==> src/rtl/itype_exec_ctrl.sv <==
// itype_exec_ctrl: multi-cycle sequencer for RV32I OP-IMM instructions
// (ADDI, SLLI, XORI, SRLI, SRAI, ORI, ANDI). One instruction is accepted
// per handshake, rs1 is read from the register file, the shared ALU is
// driven with the operand and formatted immediate, and the result is
// written back to rd. Illegal encodings produce a one-cycle pulse.
module itype_exec_ctrl #(
    parameter int XLEN  = 32,
    parameter int CNT_W = 16
) (
    input  logic             clk,
    input  logic             reset,
    input  logic             instr_valid,
    input  logic [31:0]      instr,
    output logic             instr_ready,
    output logic             rf_rd_en,
    output logic [4:0]       rf_raddr,
    input  logic [XLEN-1:0]  rf_rdata,
    output logic [2:0]       alu_op,
    output logic [XLEN-1:0]  alu_a,
    output logic [XLEN-1:0]  alu_imm,
    input  logic [XLEN-1:0]  alu_result,
    output logic             rf_we,
    output logic [4:0]       rf_waddr,
    output logic [XLEN-1:0]  rf_wdata,
    output logic             illegal,
    output logic             busy,
    output logic [CNT_W-1:0] retired_cnt
);

    localparam logic [6:0] OPC_OP_IMM = 7'b0010011;
    localparam logic [6:0] FUNC7_ZERO = 7'b0000000;
    localparam logic [6:0] FUNC7_SRA  = 7'b0100000;

    localparam logic [2:0] ALU_ADD = 3'd0;
    localparam logic [2:0] ALU_SLL = 3'd1;
    localparam logic [2:0] ALU_XOR = 3'd2;
    localparam logic [2:0] ALU_SRL = 3'd3;
    localparam logic [2:0] ALU_SRA = 3'd4;
    localparam logic [2:0] ALU_OR  = 3'd5;
    localparam logic [2:0] ALU_AND = 3'd6;

    typedef enum logic [2:0] {
        S_IDLE = 3'd0,
        S_READ = 3'd1,
        S_EXEC = 3'd2,
        S_WB   = 3'd3,
        S_ILL  = 3'd4
    } state_e;

    // True when the word is one of the supported OP-IMM encodings.
    function automatic logic decode_legal(input logic [31:0] ins);
        logic legal_v;
        legal_v = 1'b0;
        if (ins[6:0] == OPC_OP_IMM) begin
            case (ins[14:12])
                3'b000, 3'b100, 3'b110, 3'b111: legal_v = 1'b1;
                3'b001:  legal_v = (ins[31:25] == FUNC7_ZERO);
                3'b101:  legal_v = (ins[31:25] == FUNC7_ZERO) || (ins[31:25] == FUNC7_SRA);
                default: legal_v = 1'b0;
            endcase
        end else begin
            legal_v = 1'b0;
        end
        return legal_v;
    endfunction

    // ALU select for a legal encoding; func7 bit 5 separates SRA from SRL.
    function automatic logic [2:0] decode_op(input logic [2:0] f3, input logic [6:0] f7);
        logic [2:0] op_v;
        case (f3)
            3'b000:  op_v = ALU_ADD;
            3'b001:  op_v = ALU_SLL;
            3'b100:  op_v = ALU_XOR;
            3'b101:  op_v = f7[5] ? ALU_SRA : ALU_SRL;
            3'b110:  op_v = ALU_OR;
            3'b111:  op_v = ALU_AND;
            default: op_v = ALU_ADD;
        endcase
        return op_v;
    endfunction

    // Shifts take a zero-extended 5-bit shamt; everything else sign-extends imm[11].
    function automatic logic [XLEN-1:0] format_imm(input logic [2:0] f3, input logic [11:0] imm);
        logic [XLEN-1:0] imm_v;
        if ((f3 == 3'b001) || (f3 == 3'b101)) begin
            imm_v = {{(XLEN-5){1'b0}}, imm[4:0]};
        end else begin
            imm_v = {{(XLEN-12){imm[11]}}, imm};
        end
        return imm_v;
    endfunction

    state_e           state_q, state_d;
    logic             accept_s;
    logic             legal_s;
    logic             rf_rd_en_q, rf_rd_en_d;
    logic [4:0]       rf_raddr_q, rf_raddr_d;
    logic [4:0]       rf_waddr_q, rf_waddr_d;
    logic [2:0]       alu_op_q, alu_op_d;
    logic [XLEN-1:0]  alu_a_q, alu_a_d;
    logic [XLEN-1:0]  alu_imm_q, alu_imm_d;
    logic             rf_we_q, rf_we_d;
    logic             illegal_q, illegal_d;
    logic [CNT_W-1:0] cnt_q, cnt_d;

    assign instr_ready = (state_q == S_IDLE) && !reset;
    assign accept_s    = instr_valid && instr_ready;
    assign legal_s     = decode_legal(instr);

    // Next-state logic for the IDLE -> READ -> EXEC -> WB / IDLE -> ILL sequence.
    always_comb begin
        state_d = state_q;
        case (state_q)
            S_IDLE: begin
                if (accept_s) begin
                    state_d = legal_s ? S_READ : S_ILL;
                end else begin
                    state_d = S_IDLE;
                end
            end
            S_READ:  state_d = S_EXEC;
            S_EXEC:  state_d = S_WB;
            S_WB:    state_d = S_IDLE;
            S_ILL:   state_d = S_IDLE;
            default: state_d = S_IDLE;
        endcase
    end

    // Datapath and strobe next values; decoded fields hold until the next legal accept.
    always_comb begin
        rf_rd_en_d  = 1'b0;
        rf_we_d     = 1'b0;
        illegal_d   = 1'b0;
        rf_raddr_d  = rf_raddr_q;
        rf_waddr_d  = rf_waddr_q;
        alu_op_d    = alu_op_q;
        alu_imm_d   = alu_imm_q;
        alu_a_d     = alu_a_q;
        cnt_d       = cnt_q;
        if (accept_s && legal_s) begin
            rf_rd_en_d = 1'b1;
            rf_raddr_d = instr[19:15];
            rf_waddr_d = instr[11:7];
            alu_op_d   = decode_op(instr[14:12], instr[31:25]);
            alu_imm_d  = format_imm(instr[14:12], instr[31:20]);
        end else if (accept_s) begin
            illegal_d = 1'b1;
        end else begin
            rf_rd_en_d = 1'b0;
        end
        if (state_q == S_EXEC) begin
            // rf_rdata is valid this cycle because the read strobe was issued in READ.
            alu_a_d = rf_rdata;
            rf_we_d = (rf_waddr_q != 5'd0);
        end else begin
            rf_we_d = 1'b0;
        end
        if (state_q == S_WB) begin
            cnt_d = cnt_q + CNT_W'(1);
        end else begin
            cnt_d = cnt_q;
        end
    end

    // State and output registers; synchronous reset drops any in-flight instruction.
    always_ff @(posedge clk) begin
        if (reset) begin
            state_q    <= S_IDLE;
            rf_rd_en_q <= 1'b0;
            rf_raddr_q <= 5'd0;
            rf_waddr_q <= 5'd0;
            alu_op_q   <= 3'd0;
            alu_a_q    <= {XLEN{1'b0}};
            alu_imm_q  <= {XLEN{1'b0}};
            rf_we_q    <= 1'b0;
            illegal_q  <= 1'b0;
            cnt_q      <= {CNT_W{1'b0}};
        end else begin
            state_q    <= state_d;
            rf_rd_en_q <= rf_rd_en_d;
            rf_raddr_q <= rf_raddr_d;
            rf_waddr_q <= rf_waddr_d;
            alu_op_q   <= alu_op_d;
            alu_a_q    <= alu_a_d;
            alu_imm_q  <= alu_imm_d;
            rf_we_q    <= rf_we_d;
            illegal_q  <= illegal_d;
            cnt_q      <= cnt_d;
        end
    end

    assign rf_rd_en    = rf_rd_en_q;
    assign rf_raddr    = rf_raddr_q;
    assign alu_op      = alu_op_q;
    assign alu_a       = alu_a_q;
    assign alu_imm     = alu_imm_q;
    // A write in the same cycle as reset belongs to an aborted instruction.
    assign rf_we       = rf_we_q && !reset;
    assign rf_waddr    = rf_waddr_q;
    assign rf_wdata    = (state_q == S_WB) ? alu_result : {XLEN{1'b0}};
    assign illegal     = illegal_q;
    assign busy        = (state_q != S_IDLE);
    assign retired_cnt = cnt_q;

endmodule

==> config.mk <==
export PLATFORM = sky130hd
export DESIGN_NAME = itype_exec_ctrl
export DESIGN_NICKNAME = d
export VERILOG_FILES = /design/src/rtl/itype_exec_ctrl.sv
export SDC_FILE = /design/constraint.sdc
export NUM_CORES = 1
export LEC_CHECK = 0
export CAP_MARGIN = 20
export CORE_MARGIN = 2
export CORE_UTILIZATION = 37
export CTS_BUF_LIST = sky130_fd_sc_hd__clkbuf_8 sky130_fd_sc_hd__clkbuf_16
export DETAILED_ROUTE_END_ITERATION = 8
export PLACE_DENSITY = 0.82
export SLEW_MARGIN = 40
export SYNTH_ARGS = -nofsm -noshare
export SYNTH_HDL_FRONTEND = slang
export SYNTH_SLANG_ARGS = --single-unit
==> constraint.sdc <==
create_clock -name clk -period 1.89 [get_ports clk]
set_input_delay 0.2835 -clock clk [delete_from_list [all_inputs] [get_ports clk]]
set_output_delay 0.2835 -clock clk [all_outputs]
set_load 0.02 [all_outputs]
==> flow_summary.yaml, run 1 <==
synth:
  synth-seq-cells: 79
  synth_cell_types: 45
  yosys-top-cells-area: "dfxtp_1 (44%), nand2_1 (7.7%), a21oi_1 (7.6%), and2_1 (5.8%), buf_4 (4.2%)"
  synth-seq-area-share: 0.4430
  yosysWarningCount: 0
  async_reset_ff_frac: 0
  synth_cells: 427
  syn-num-nets: 527
  synth-edff-count: 0
  ys.flop_type: "dfxtp_1"
  syn_avg_cell_area_um2: 8.360
  synth_area_um2: 3570
  synth_area_leader_cell: "dfxtp_1"
  yosysTopAreaCellShare: 0.4430
drt:
  routed_via_density: 4.887
  post-route-drc-count: 0
  finalWirelength_um: 11320
  drtIter0Drc: 115
  drtPass1Iterations: 7
  num_vias: 3812
  wl_per_cell_um: 14.51
  drtAntennaViolNets: 0
final_layout:
  finalNonFillerCells: 780
  mostFrequentLayoutCells: "clkdlybuf4s50_1 (193), dfxtp_1 (79), nand2_1 (73)"
  final_nets: 746
  antenna_cells: 0
  final_common_cell: "clkdlybuf4s50_1"
  layout.cell_area.non_filler_um2: 6131
  drive_gt1_frac: 0.1306
  utilization: 0.6604
  area_delta_synth_final_pct: 71.75
die:
  start_util: 0.3845
  dieWidth_um: 102.2
  coreArea_um2: 9284
  num_rows: 35
  dieArea_um2: 10450
  io_pins: 229
  die_h_um: 102.2
grt:
  antenna_found_initial: 0
  grt_max_degree: 79
  grt_pass1_vias: 3557
  grt_pass1_wl_um: 17250
  grt_util_all_layers: 0.2055
  grt_overflow: 0
clocking:
  clkSinkCount: 79
  root_buffer: "clkbuf_8"
  numCtsBuffers: 9
  cts_max_level: 3
  ctsHoldBuffers: 0
  cts_tree: "built"
  clk_pin_slew_ps: 80
  clock_latency_ps: 340
  max-clock-path-buffers: 2
critical_path:
  crit_path_start: "state_q[2]"
  worst_ep_required_time_ps: 1610
  cpPeakStageDelay_ps: 320
  reg2reg_depth: 6
  critPathLaunchType: "flop"
  crit_fanout: 17
  worst-setup-path-type: "reg2out"
  critical_path.endpoint: "rf_wdata[24]"
  ff2ff_setup_slack_ps: 90
  critPathBufInv: 2
  path_cells: "and3b_2 -> buf_12 -> and2_1 -> clkdlybuf4s15_1"
  cp_num_cells: 4
  cp_slowest_cell: "dfxtp_1"
  crit_arrival_ps: 1540
  r2r-start: "state_q[2]"
  cp-end-kind: "primary output"
  cp_top_family: "buffers and inverters"
  r2r-end: "retired_cnt[14]"
timing:
  tightest_slew_ps: 771.2
  finalCritPeriodShare: 0.9652
  relSlewSlack: 0.4859
  finalSetupViolations: 0
  worst_clock_skew_ps: 8.527
  finalHoldViolCount: 0
  fmax_mhz: 548.2
  maxSlewViolCount: 0
  fin_crit_ps: 1824
power_and_ir_drop:
  peakVddDrop_mv: 0.3530
  power_leakage_nw: 2.205
  total_power_mw: 3.237
  power.density_nw_per_um2: 528.0
placed_design:
  globalplace.congestion: 0.7902
  dp_cells: 761
  portBuffers: 228
  dpl.hpwl_um: 8465
  dpl-instance-area_um2: 5964
outcome:
  outcome: "finished, final reports clean"
worst_hold_path:
  hold_class: "reg2reg"
job:
  cap_viol_max_count: 0
cells by family (layout without fill, tap and decap cells):
group | after synthesis | after routing | synth area share
flops | 79 | 79 | 0.4430
compound gates | 88 | 88 | 0.1423
xor+xnor | 8 | 8 | 0.01963
fa+ha+maj | 1 | 1 | 0.003505
simple gates | 189 | 189 | 0.2829
mux | 8 | 8 | 0.02489
buf+inv | 54 | 278 | 0.08377
stage by stage:
stage / hold slack (ps) / setup WS [ps] / TNS (ps)
3_3_place_gp: 441.3 / -354.7 / -7135
2_1_floorplan: 419.5 / 26.51 / 0
4_1_cts: 458.0 / 6.139 / 0
3_5_place_dp: 446.8 / -389.6 / -7683
5_1_grt: 473.6 / -4.221 / -19.21
6_report: 456.4 / 65.81 / 0
cells in the mapped netlist, drive strengths merged, types with 2 or more instances:
master  number
or3          4
nand2       73
a211oi       2
buf         27
nand3        4
nor4         3
mux2         7
nor3         5
dfxtp       79
o31ai       15
o21ai        9
or4          4
xnor2        5
xor2         3
and2        33
nand4       21
inv          2
a21oi       54
clkbuf      25
nor2        14
nand2b       9
nor2b       12
a31oi        2
worst min path at each step:
stage	from	to	slack, ps	cells after the start
after floorplan	rf_rdata[25]	alu_a[25]	420	2
after global placement	alu_a[12]	alu_a[12]	440	2
after detailed placement	alu_a[14]	alu_a[14]	450	2
after CTS	alu_a[14]	alu_a[14]	460	2
after global routing	alu_a[11]	alu_a[11]	470	2
final	alu_a[6]	alu_a[6]	460	2
routing by layer:
layer / up-vias / GRT usage / share of wire / routed length, µm
li1: 1887 / - / - / -
met1: 1784 / 0.2532 / 0.41 / 4636
met2: 126 / 0.3613 / 0.52 / 5873
met3: 15 / 0.04788 / 0.059 / 665
met4: 0 / 0.05436 / 0.013 / 142
met5: - / 0 / 0 / 0
state kept, by name, indices dropped and copies added, names as in the netlist:
register / count
rf_we_q: 1
rf_rd_en: 1
state_q: 3
rf_raddr: 5
alu_imm: 12
alu_op: 3
rf_waddr: 5
alu_a: 32
illegal: 1
retired_cnt: 16
power breakdown:
part           total, mW  internal (mW)  switching (mW)  leakage, nW
registers           1.67           1.67         0.00135        0.636
clock network       1.25          0.642           0.604        0.104
logic              0.324          0.213           0.111         1.47
total               3.24           2.52           0.716         2.21
what timing repair did:
action,in CTS,in global routing
setup endpoints to repair,41,47
pin swaps,1,2
cloned,0,1
resized for setup,36,54
buffers inserted,1,1
worst reg2reg max path: cells and delay by family (launching register included):
family / cells / cell delay [ps]
AND/OR/NAND/NOR: 3 / 970
flip-flops: 1 / 320
AO/OA/AOI/OAI: 1 / 150
buffers and inverters: 2 / 300
final cells by class:
cell class / count / area (µm²)
Timing Repair Buffer: 260 / 2477
Sequential cell: 79 / 1582
Clock inverter: 6 / 60.06
Inverter: 2 / 7.507
Tap cell: 129 / 161.4
Clock buffer: 10 / 137.6
Fill cell: 768 / 3153
Multi-Input combinational cell: 294 / 1705
No activity file was read; power rests on OpenSTA's default activity.
==> run 2, diff against run 1 <==
CAP_MARGIN = default   (was 20)
==> results of run 2 <==
No change in the layout: final DEF, timing and power equal those of run 1.
